[src/rtl/chan_config_loader.sv]
// Broadcast slave-serial configuration loader for the channel FPGAs.
// It takes 32-bit bitstream words over a valid/ready handshake, pulses
// PROG_B, waits for INIT_B, shifts each word MSB-first on DIN/CCLK, and
// then clocks out flush edges until every DONE pin is high.
module chan_config_loader #(
    parameter int NUM_CHAN          = 5,
    parameter int PROG_PULSE_CYCLES = 64,
    parameter int INIT_TIMEOUT      = 100000,
    parameter int DONE_TIMEOUT      = 1000
) (
    input  logic                clk,
    input  logic                reset,
    input  logic                start,
    input  logic [31:0]         word_data,
    input  logic                word_valid,
    input  logic                word_last,
    output logic                word_ready,
    output logic                prog_b,
    input  logic [NUM_CHAN-1:0] init_b,
    input  logic [NUM_CHAN-1:0] done,
    output logic                cclk,
    output logic                din,
    output logic                busy,
    output logic                success,
    output logic [1:0]          error,
    output logic [23:0]         words_loaded
);

    typedef enum logic [3:0] {
        IDLE, PROG, WAIT_INIT, LOAD, LO, HI, FLUSH, OK, FAIL
    } state_t;

    state_t state, next_state;

    logic [NUM_CHAN-1:0] init_s1, init_s2;
    logic [NUM_CHAN-1:0] done_s1, done_s2;
    logic                init_all, done_all;

    logic [31:0] cnt;
    logic [31:0] shreg;
    logic [4:0]  bitcnt;
    logic        last_flag;
    logic        done_seen;
    logic [2:0]  post_cnt;

    logic        prog_b_nxt;
    logic        cclk_nxt;
    logic [1:0]  error_nxt;

    assign init_all = &init_s2;
    assign done_all = &done_s2;

    // Two-flop synchronisers for the asynchronous INIT_B and DONE pins.
    always_ff @(posedge clk) begin
        if (reset) begin
            init_s1 <= '0;
            init_s2 <= '0;
            done_s1 <= '0;
            done_s2 <= '0;
        end else begin
            init_s1 <= init_b;
            init_s2 <= init_s1;
            done_s1 <= done;
            done_s2 <= done_s1;
        end
    end

    // State register; prog_b, cclk and error are flopped here so the pins never glitch.
    always_ff @(posedge clk) begin
        if (reset) begin
            state  <= IDLE;
            prog_b <= 1'b1;
            cclk   <= 1'b0;
            error  <= 2'd0;
        end else begin
            state  <= next_state;
            prog_b <= prog_b_nxt;
            cclk   <= cclk_nxt;
            error  <= error_nxt;
        end
    end

    // Next-state logic; a low INIT_B during shifting beats every other LOAD/LO/HI exit.
    always_comb begin
        next_state = state;
        case (state)
            IDLE, OK, FAIL: begin
                if (start) next_state = PROG;
            end
            PROG: begin
                if (cnt == 32'(PROG_PULSE_CYCLES - 1)) next_state = WAIT_INIT;
            end
            WAIT_INIT: begin
                if (init_all)                               next_state = LOAD;
                else if (cnt == 32'(INIT_TIMEOUT - 1))      next_state = FAIL;
            end
            LOAD: begin
                if (!init_all)       next_state = FAIL;
                else if (word_valid) next_state = LO;
            end
            LO: begin
                if (!init_all) next_state = FAIL;
                else           next_state = HI;
            end
            HI: begin
                if (!init_all)          next_state = FAIL;
                else if (bitcnt == 5'd0) next_state = last_flag ? FLUSH : LOAD;
                else                    next_state = LO;
            end
            FLUSH: begin
                if (cclk) begin
                    if (done_seen) begin
                        if (post_cnt == 3'd7) next_state = OK;
                    end else if (!done_all && cnt == 32'(DONE_TIMEOUT - 1)) begin
                        next_state = FAIL;
                    end
                end
            end
            default: next_state = IDLE;
        endcase
    end

    // Output decode: flopped pins are computed from the next state, status flags from the current one.
    always_comb begin
        prog_b_nxt = (next_state != PROG);
        cclk_nxt   = (next_state == HI) ||
                     (next_state == FLUSH && state == FLUSH && !cclk);
        error_nxt  = error;
        if (next_state == PROG && state != PROG) begin
            error_nxt = 2'd0;
        end else if (next_state == FAIL && state != FAIL) begin
            case (state)
                WAIT_INIT: error_nxt = 2'd1;
                FLUSH:     error_nxt = 2'd3;
                default:   error_nxt = 2'd2;
            endcase
        end
        word_ready = (state == LOAD);
        busy       = !(state == IDLE || state == OK || state == FAIL);
        success    = (state == OK);
        din        = (state == LO || state == HI) ? shreg[31] : 1'b1;
    end

    // Datapath: phase counter, shift register, bit counter, word count and flush bookkeeping.
    always_ff @(posedge clk) begin
        if (reset) begin
            cnt          <= '0;
            shreg        <= '0;
            bitcnt       <= '0;
            last_flag    <= 1'b0;
            done_seen    <= 1'b0;
            post_cnt     <= '0;
            words_loaded <= '0;
        end else begin
            if (next_state != state) begin
                cnt <= '0;
            end else if (state == PROG || state == WAIT_INIT || (state == FLUSH && cclk)) begin
                cnt <= cnt + 32'd1;
            end

            if (next_state == PROG && state != PROG) begin
                words_loaded <= '0;
                done_seen    <= 1'b0;
                post_cnt     <= '0;
            end else if (word_valid && word_ready && words_loaded != 24'hFFFFFF) begin
                words_loaded <= words_loaded + 24'd1;
            end

            if (state == LOAD && word_valid) begin
                shreg     <= word_data;
                bitcnt    <= 5'd31;
                last_flag <= word_last;
            end else if (state == HI && bitcnt != 5'd0) begin
                shreg  <= {shreg[30:0], 1'b0};
                bitcnt <= bitcnt - 5'd1;
            end

            if (state == FLUSH) begin
                if (done_all) done_seen <= 1'b1;
                if (done_seen && cclk) post_cnt <= post_cnt + 3'd1;
            end
        end
    end

endmodule

[config.mk]
export PLATFORM = sky130hd
export DESIGN_NAME = chan_config_loader
export DESIGN_NICKNAME = d
export VERILOG_FILES = /design/src/rtl/chan_config_loader.sv
export SDC_FILE = /design/constraint.sdc
export NUM_CORES = 1
export LEC_CHECK = 0
export ABC_AREA = 1
export ABC_CLOCK_PERIOD_IN_PS = 1900
export CAP_MARGIN = 10
export CORE_MARGIN = 1.5
export CORE_UTILIZATION = 52
export CTS_BUF_LIST = sky130_fd_sc_hd__clkbuf_8
export CTS_CLUSTER_SIZE = 20
export DETAILED_ROUTE_END_ITERATION = 10
export PLACE_DENSITY = 0.79
export SLEW_MARGIN = 0
export SYNTH_ARGS = -nofsm -noshare
export SYNTH_HDL_FRONTEND = slang
export SYNTH_SLANG_ARGS = --single-unit
[constraint.sdc]
create_clock -name clk -period 1.9 [get_ports clk]
set_input_delay 0.38 -clock clk [delete_from_list [all_inputs] [get_ports clk]]
set_output_delay 0.38 -clock clk [all_outputs]
set_load 0.01 [all_outputs]
==> flow_summary.ini, run 1 <==
[run_status]
status = complete, but fails checks
failed_checks = setup timing

[worst_setup_path]
worstRegToRegCells = 14
worstPathArrival_ns = 2.50
endpoint_kind = flip-flop
rrSetupSlack_ns = -0.27
crit_type = reg2reg
cp_max_fo = 5
required_ns = 2.24
reg2reg_to = cnt[25]
startpoint_type = flip-flop
timing.rr.start = cnt[10]

[routing]
drt_iter0_markers = 647
ant_nets = 0
firstDrtPassIters = 7
wire_per_inst_microns = 15.84
vias = 7071
wl_microns = 20140
drcViolationCount = 0
via_per_inst = 5.563

[power]
sw_frac_of_total = 0.2617
p_clk_frac = 0.405
leakage_uw = 0.003726
p_seq_frac = 0.486
ir_drop_uv = 679.4
pwr-share-comb = 0.109
switchingPower_uw = 1440
intPower_uw = 4062
p_total_uw = 5501
power.density_nw_per_um2 = 586.9

[synthesis]
yosys.cell_types.count = 35
synth_area_sq_um = 6346
ys_ff_latch = 126
syn-num-nets = 960
syn_avg_cell_area_sq_um = 6.997
postSynthCellCount = 907
yosysWarnings = 0
seq_area_frac_synth = 0.3975

[min_path]
hold_depth = 4
hold_path.startpoint = reset
hold_end = prog_b
hold_path.class = in2reg

[flow_run]
maxCapViolCount = 0

[floorplan]
placement_rows = 40
dieWidth_microns = 113.5
start_util = 0.5305
io-pin-count = 79
die-area_sq_um = 12880
fp.dieH_microns = 113.5
core_sq_um = 11960

[sta]
rsz0062_at_grt = yes
period_share = 1.141
max_freq_mhz = 461.3
relSlewSlack = 0.5810
finalSetupViolCount = 64
setup_tns_ns = -12.61
hold_violations = 0
holdWs_ns = 0.3876
finalMaxSlewViolations = 0
tightest_slew_ns = 0.6284
final.setup_skew_ns = 0.02137
period_minus_slack_ns = 2.168
setup_ws_ns = -0.2680

[cts]
htreeDepth = 4
clock_latency_ns = 0.46
clock_path_buffers = 2
numCtsBuffers = 17
root_buffer = clkbuf_8
clock_sinks = 126
tritoncts = done
clk_pin_slew_ns = 0.08

[final_layout]
areaGrowthSynthToFinish_pct = 47.69
final_cell_mix = nand2_1 (179), buf_4 (116), dfxtp_1 (103)
final_common_cell = nand2_1
fillCellCount = 770
nets = 1164
antenna_cells = 0
drive_above_1_share = 0.3247

[grt]
grt_pass1_vias = 6083
grt_start_max_net_pins = 64
grt.overflow.total = 0
antenna_found_initial = 0
gr-usage-all-layers = 0.2669
grt_pass1_wl_microns = 27800

[place]
dp_hpwl_microns = 11490
gp_congestion = 0.9261
port-buffer-count = 78
per-layer routing:
metal / up-vias / global-route usage / part of all wire
li1: 3310 / - / -
met1: 3221 / 0.3405 / 0.38
met2: 418 / 0.4418 / 0.48
met3: 122 / 0.05792 / 0.084
met5: - / 0 / 0
met4: 0 / 0.1058 / 0.054
logic make-up after synthesis:
family,after synthesis,share of synthesized area
buf+inv,144,0.09188
simple gates,494,0.3472
flops,126,0.3975
mux,6,0.009464
compound gates,84,0.07729
fa+ha+maj,6,0.01183
xor+xnor,47,0.06487
what timing repair did:
action	4_1_cts	5_1_grt
endpoints found under the setup margin	68	74
gates resized for setup	52	174
pin swaps	12	49
hold buffers	0	0
gates cloned	3	1
setup buffers	14	9
flip-flops by register name, indices dropped and copies added, names as in the netlist, 2 cells and up:
register and count:
init_s1 5, words_loaded 24, error 2, cnt 32, post_cnt 3, done_s2 5
bitcnt 5, done_s1 5, init_s2 5, state 4, shreg 32
layout make-up:
cell class / count / area, sq um / area share
repair buffers: 214 / 1977 / 0.2109
clock inverters: 13 / 115.1 / 0.01228
inverters: 115 / 436.7 / 0.04659
multi-input cells: 637 / 3837 / 0.4094
clock buffers: 19 / 261.5 / 0.02790
well taps: 147 / 183.9 / 0.01962
flip-flops and latches: 126 / 2561 / 0.2733
synthesized netlist by cell type, drive strengths merged:
library cell    n  area [sq um]
o21ai          14         77.57
o21a            1         7.510
nand3b          2         15.01
a31oi          32         200.2
xor2           34         297.8
ha              6         75.07
buf            18         110.1
a21boi          1         7.510
a221oi          1         8.760
mux2i           6         60.06
dfxtp         126          2522
nand2         208         808.3
clkinv          1         3.750
o31ai           1         7.510
nand3          63         330.3
clkbuf         11         41.29
nor2          166         728.2
a21oi          34         181.4
nor4            9         56.30
xnor2          13         113.9
nor3           18         90.09
nand4          27         168.9
or2             1         6.260
inv           114         427.9
power by group through the flow:
| stage | clock, uW | sequential (uW) | combinational, uW |
|---|---|---|---|
| after floorplan | 0 | 2740 | 195 |
| after global placement | 0 | 2740 | 396 |
| after detailed placement | 0 | 2740 | 402 |
| after CTS | 2200 | 2680 | 535 |
| after global routing | 2340 | 2680 | 630 |
| final | 2230 | 2680 | 597 |
critical path, stage by stage (launching register included):
cell and delay, ns:
dfxtp_2 0.35, nor2_1 0.22, nand2_1 0.10, nor2_1 0.15, nand2_2 0.11, o21ai_2 0.21, o21ai_2 0.12, nor2_2 0.16
nand2_1 0.07, nand2_1 0.08, nor2_2 0.04, nand3_2 0.08, buf_8 0.16, clkbuf_16 0.17, nor2_2 0.03
stage by stage:
stage	worst slack [ns]	instances	utilization	instance area [sq um]
6_report	-0.2680	1271	0.7836	9373
3_5_place_dp	-0.3072	1219	0.6762	8088
5_1_grt	-0.3416	1271	0.7836	9373
2_1_floorplan	0.05165	907	-	6346
4_1_cts	-0.1679	1268	0.7374	8821
3_3_place_gp	-0.2717	1219	0.6762	8088
worst max path at each step:
stage	startpoint	to	cells past startpoint
5_1_grt	cnt[27]	cnt[25]	14
6_report	cnt[10]	cnt[25]	14
2_1_floorplan	cnt[0]	words_loaded[8]	13
3_3_place_gp	start	cnt[1]	12
4_1_cts	state[0]	cnt[4]	16
3_5_place_dp	word_valid	cnt[13]	12
Note: power is estimated with default switching activity, not from simulation.
==> run 2, diff against run 1 <==
ABC_AREA = unset   (was 1)
ABC_CLOCK_PERIOD_IN_PS = 2000   (was 1900)
CORE_UTILIZATION = 57   (was 52)
PLACE_DENSITY = 0.83   (was 0.79)
clock period = 2 ns   (was 1.9 ns; I/O delays follow)
==> run 2 against run 1 <==
Net effect: the run still ends with setup timing left; utilization increased by 3.0 points; non-clock buffer count down 33; count of clock-buffer cells in the layout rose by 1; synthesized area shrank 6.5%; critical path depth shrank 4; largest cell class unchanged; sequential share of layout area increased by 3.2 points; clock skew fell by 0.012 ns; design area decreased by 11%; flip-flop and latch count unchanged; worst hold slack got worse by 0.084 ns; critical path type unchanged.
==> flow_summary.ini, run 2 <==
[power]
ir_drop_uv = 553.7
p_total_uw = 5157
leakage_uw = 0.002965
power.density_nw_per_um2 = 619.7

[synthesis]
synth_area_sq_um = 5932
postSynthCellCount = 667
ys_ff_latch = 126
syn_avg_cell_area_sq_um = 8.893
synthMostInstantiatedCell = dfxtp_1
yosys.cell_types.count = 56
synth_edf_count = 0
seq_area_frac_synth = 0.4252
yosys.area.top_type_share = 0.4252
ys.flop_type = dfxtp_1
yosysWarnings = 0
async_flop_share = 0
synth_common_cells = dfxtp_1 (126), nand2_1 (94), nor2_1 (76), nand3_1 (35), xor2_1 (35)
synth.top_cells.by_area = dfxtp_1 (43%), nor4_2 (6.5%), nand2_1 (5.9%), xor2_1 (5.2%), nor2_1 (4.8%)
yosysTopAreaCell = dfxtp_1
syn-num-nets = 720

[cts]
tritoncts = done
root_buffer = clkbuf_8
htreeDepth = 4
clock_sinks = 126
clock_path_buffers = 2
clock_latency_ns = 0.47
cts_hold_buf = 0
clk_pin_slew_ns = 0.07
numCtsBuffers = 17

[routing]
firstDrtPassIters = 9
vias = 5928
ant_nets = 0
wire_per_inst_microns = 18.76
wl_microns = 18270
drcViolationCount = 0
via_per_inst = 6.086
drt_iter0_markers = 409

[sta]
relSlewSlack = 0.6431
rsz0062_at_grt = yes
period_share = 1.197
max_freq_mhz = 417.8
setup_ws_ns = -0.3937
tightest_slew_ns = 0.5353
hold_violations = 0
finalSetupViolCount = 73
finalMaxSlewViolations = 0
period_minus_slack_ns = 2.394
final.setup_skew_ns = 0.009223

[grt]
grt_pass1_vias = 5497
grt.overflow.total = 0
grt_pass1_wl_microns = 25770
gr-usage-all-layers = 0.2915
grt_start_max_net_pins = 55
antenna_found_initial = 0

[final_layout]
fillCellCount = 549
nets = 879
reg_top3 = cnt x32, shreg x32, words_loaded x24
antenna_cells = 0
multi_input_area_sq_um = 3446
final_cell_mix = dfxtp_1 (119), nand2_1 (93), buf_4 (80)
utilization = 0.8134
areaGrowthSynthToFinish_pct = 40.29
final_common_cell = dfxtp_1
seq_area_sq_um = 2539
drive_above_1_share = 0.2685

[floorplan]
placement_rows = 37
start_util = 0.5798
core_sq_um = 10230
dieWidth_microns = 105.0
fp.dieH_microns = 105.0
io-pin-count = 79
die-area_sq_um = 11030

[worst_setup_path]
cp_slowest_stage_delay_ns = 0.42
crit_cells = 10
rrSetupSlack_ns = -0.39
startpoint_type = flip-flop
critical_path.top_delay_family = compound AO/OA/AOI/OAI gates
endpoint = words_loaded[19]
cp-startpoint = bitcnt[1]
reg2reg_to = words_loaded[19]
path_cells = inv_2 > ha_4 > nor4b_4 > buf_4 > nor3_4 > o32a_4 > o41ai_4 > buf_6 > buf_12 > nor2_1
endpoint_kind = flip-flop
cp_max_fo = 10
slowest_stage = o32a_4
worstRegToRegCells = 10
worstPathArrival_ns = 2.75
timing.rr.start = bitcnt[1]
crit_type = reg2reg
required_ns = 2.36
worstPathBufferInverterCount = 4

[run_status]
failed_checks = setup timing
status = complete, but fails checks

[min_path]
hold_path.startpoint = reset
hold_path.class = in2reg

[place]
gp_congestion = 0.9103
place_ws_ns = -0.4530
port-buffer-count = 78
dp_hpwl_microns = 10220

[flow_run]
maxCapViolCount = 0
==> run 2: power breakdown <==
part | internal, uW | switching (uW)
logic | 196 | 184
registers | 2530 | 9.81
clock network | 1190 | 1050
==> run 2: how the worst min path moves through the flow <==
stage / slack [ns] / to / depth (start not counted)
floorplan: 0.41 / done_s2[0] / 1
global placement: 0.42 / done_s2[2] / 1
detailed placement: 0.42 / done_s2[2] / 1
CTS: 0.28 / state[2] / 2
global route: 0.33 / last_flag / 2
finish: 0.30 / state[2] / 2
==> run 2: area by class of cell <==
cell class                      instances  area share
Clock buffer                           20     0.03308
Clock inverter                         11     0.01398
Inverter                               10    0.004811
Multi-Input combinational cell        490      0.4141
Sequential cell                       126      0.3051
Tap cell                              136     0.02045
Timing Repair Buffer                  181      0.2085
==> run 2: cell families (layout without fill, tap and decap cells) <==
family,Yosys count,in the layout,synth area share
and+or+nand+nor,352,352,0.3371
DFF,126,126,0.4252
AOI/OAI and AO/OA,72,72,0.09576
xor gates and xnor gates,58,58,0.08563
buffers and inverters,51,222,0.04008
adders and majority gates,6,6,0.01266
muxes,2,2,0.003586
==> run 2: per-stage QoR <==
stage	cells	hold slack (ns)	setup TNS, ns	area, sq um
after global routing	974	0.3278	-30.29	8322
after global placement	918	0.4193	-21.79	7435
after floorplan	667	0.4138	-4.277	6068
after CTS	956	0.2841	-11.55	7951
after detailed placement	918	0.4204	-24.09	7435
final	974	0.3031	-21.22	8322
==> run 2: what timing repair did <==
| item | CTS | global route |
|---|---|---|
| pin swaps | 11 | 10 |
| gates cloned | 1 | 3 |
| resized for setup | 33 | 47 |
| endpoints found under the setup margin | 68 | 104 |
| buffers inserted | 6 | 15 |
==> run 2: worst reg2reg max path: stages, from the launching register on <==
cell and delay [ns]:
dfxtp_2 0.33, inv_2 0.08, ha_4 0.15, nor4b_4 0.23, buf_4 0.19, nor3_4 0.05, o32a_4 0.42, o41ai_4 0.42
buf_6 0.22, buf_12 0.14, nor2_1 0.06
==> run 2: metal layers <==
layer,GRT usage,vias up,share of wire
met5,0,-,0
met4,0.1184,0,0.048
met3,0.08734,97,0.072
met2,0.5051,319,0.51
met1,0.3340,2826,0.37
li1,-,2686,-
==> run 3, diff against run 2 <==
CORE_UTILIZATION = 45   (was 57)
PLACE_DENSITY = 0.68   (was 0.83)
==> run 3 against run 2 <==
Net effect: sequential power about the same; largest power group unchanged; clock skew grew 0.00063 ns; the run still ends with setup timing left; design area rose by 2.1%; register-to-register slack better by 0.15 ns; global-route usage fell by 7.3 points; via count is 7.2% lower; die area is 26% higher; non-clock buffer count grew 9; utilization shrank 15 points; critical endpoint is now cnt[4]; setup slack better by 0.15 ns; total power is 5.9% higher.
==> flow_summary.ini, run 3 (synthesis gave the netlist of run 2 again) <==
[run_status]
status = complete, but fails checks
failed_checks = setup timing

[worst_setup_path]
worstRegToRegCells = 8
critical_path.top_delay_family = simple AND/OR/NAND/NOR gates
timing.rr.start = cnt[13]
worstPathBufferInverterCount = 2
startpoint_type = flip-flop
reg2reg_to = cnt[4]
path_cells = or4_4 > nor3_4 > nand4_1 > or3_4 > a31oi_4 > buf_12 > buf_8 > nor4_2
slowest_stage = or4_4
required_ns = 2.33
cp_max_fo = 10
rrSetupSlack_ns = -0.24
crit_type = reg2reg
endpoint = cnt[4]
cp-startpoint = cnt[13]
crit_cells = 8
endpoint_kind = flip-flop
worstPathArrival_ns = 2.57
cp_slowest_stage_delay_ns = 0.57

[final_layout]
final_cell_mix = dfxtp_1 (119), nand2_1 (93), buf_4 (87)
reg_top3 = cnt x32, shreg x32, words_loaded x24
instances_no_fill = 1020
seq_area_sq_um = 2536
multi_input_area_sq_um = 3418
final_common_cell = dfxtp_1
areaGrowthSynthToFinish_pct = 43.28
nets = 888
antenna_cells = 0
fillCellCount = 1054
drive_above_1_share = 0.2653

[routing]
drcViolationCount = 0
ant_nets = 0
firstDrtPassIters = 5
vias = 5499
via_per_inst = 5.391
wl_microns = 15900
wire_per_inst_microns = 15.58
drt_iter0_markers = 459

[grt]
grt_start_max_net_pins = 63
antenna_found_initial = 0
grt_pass1_wl_microns = 25000
grt.overflow.total = 0
grt_pass1_vias = 5456
gr-usage-all-layers = 0.2181

[cts]
root_buffer = clkbuf_8
clock_latency_ns = 0.44
clock_sinks = 126
clk_pin_slew_ns = 0.08
numCtsBuffers = 17
htreeDepth = 4
tritoncts = done
clock_path_buffers = 2

[power]
ir_drop_uv = 391.4
power.density_nw_per_um2 = 642.3
intPower_uw = 4219
leakage_uw = 0.003057
p_total_uw = 5459
pwr-share-comb = 0.071
sw_frac_of_total = 0.2271
p_clk_frac = 0.463
p_seq_frac = 0.465
switchingPower_uw = 1240

[sta]
period_share = 1.122
tightest_slew_ns = 0.6469
hold_violations = 0
max_freq_mhz = 445.7
period_minus_slack_ns = 2.243
setup_ws_ns = -0.2435
finalMaxSlewViolations = 0
relSlewSlack = 0.5688
finalSetupViolCount = 64
setup_tns_ns = -10.26
rsz0062_at_grt = yes
final.setup_skew_ns = 0.009850

[floorplan]
die-area_sq_um = 13880
dieWidth_microns = 117.8
start_util = 0.4663
placement_rows = 41
fp.dieH_microns = 117.8
io-pin-count = 79
core_sq_um = 12720

[flow_run]
maxCapViolCount = 0

[place]
dp_cells = 970
dp_hpwl_microns = 10200
gp_congestion = 0.8641
port-buffer-count = 78

[min_path]
hold_path.class = in2reg
[run 3: cell count changes in the layout (fill, tap and decap cells not counted), sizes merged]
| cell | previous run | this run |
|---|---|---|
| buf | 104 | 112 |
| bufinv | 2 | 5 |
| clkbuf | 23 | 21 |
| clkdlybuf4s15 | 1 | 0 |
| dlygate4sd2 | 0 | 1 |
| inv | 10 | 11 |
[run 3: how the worst min path moves through the flow]
stage,from,to,slack (ns),cells after the start
after global placement,done_s1[4],done_s2[4],0.42,1
after global routing,reset,state[2],0.22,2
after CTS,reset,state[2],0.21,2
after floorplan,done_s1[0],done_s2[0],0.41,1
final,reset,state[2],0.23,2
after detailed placement,done_s1[1],done_s2[1],0.42,1
[run 3: worst reg2reg max path: cells and delay by family, from the launching register on]
kind	cells	cell delay, ns
AO/OA/AOI/OAI	1	0.17
buffers and inverters	2	0.29
flip-flops	1	0.33
AND/OR/NAND/NOR	5	1.34
[run 3: power by group through the flow]
stage	Clock [uW]	Combinational (uW)	Sequential (uW)
after floorplan	0	174	2600
after global placement	0	329	2600
after detailed placement	0	339	2600
after CTS	2570	343	2540
after global routing	2690	412	2540
final	2530	390	2540
[run 3: area by class of cell]
cell class | instances | area share
clock buffers | 17 | 0.02753
clock inverters | 15 | 0.02606
inverters | 10 | 0.004416
multi-input cells | 490 | 0.4022
flip-flops and latches | 126 | 0.2984
well taps | 172 | 0.02532
repair buffers | 190 | 0.2161
[run 3: routing by layer]
layer / track usage / wire (microns) / share of wire / vias up
met4: 0.06479 / 197 / 0.012 / 0
met2: 0.3757 / 7882 / 0.50 / 148
li1: - / - / - / 2703
met5: 0 / 0 / 0 / -
met1: 0.2602 / 7020 / 0.44 / 2628
met3: 0.06783 / 796 / 0.050 / 20
[run 3: timing repair]
action / in CTS / in global routing
pin swaps: 1 / 15
resized for setup: 28 / 36
cloned: 0 / 5
setup buffers: 4 / 10
endpoints found under the hold margin: 0 / 0
hold buffers: 0 / 0
setup endpoints to repair: 69 / 98
[run 3: per-stage QoR]
| step | utilization | cell area (sq um) | worst slack (ns) | hold WS, ns |
|---|---|---|---|---|
| after floorplan | - | 6068 | -0.09529 | 0.4138 |
| after global placement | 0.5993 | 7625 | -0.3787 | 0.4180 |
| after detailed placement | 0.5993 | 7625 | -0.3876 | 0.4243 |
| after CTS | 0.6420 | 8168 | -0.1995 | 0.2109 |
| after global routing | 0.6681 | 8499 | -0.2672 | 0.2163 |
| final | 0.6681 | 8499 | -0.2435 | 0.2266 |
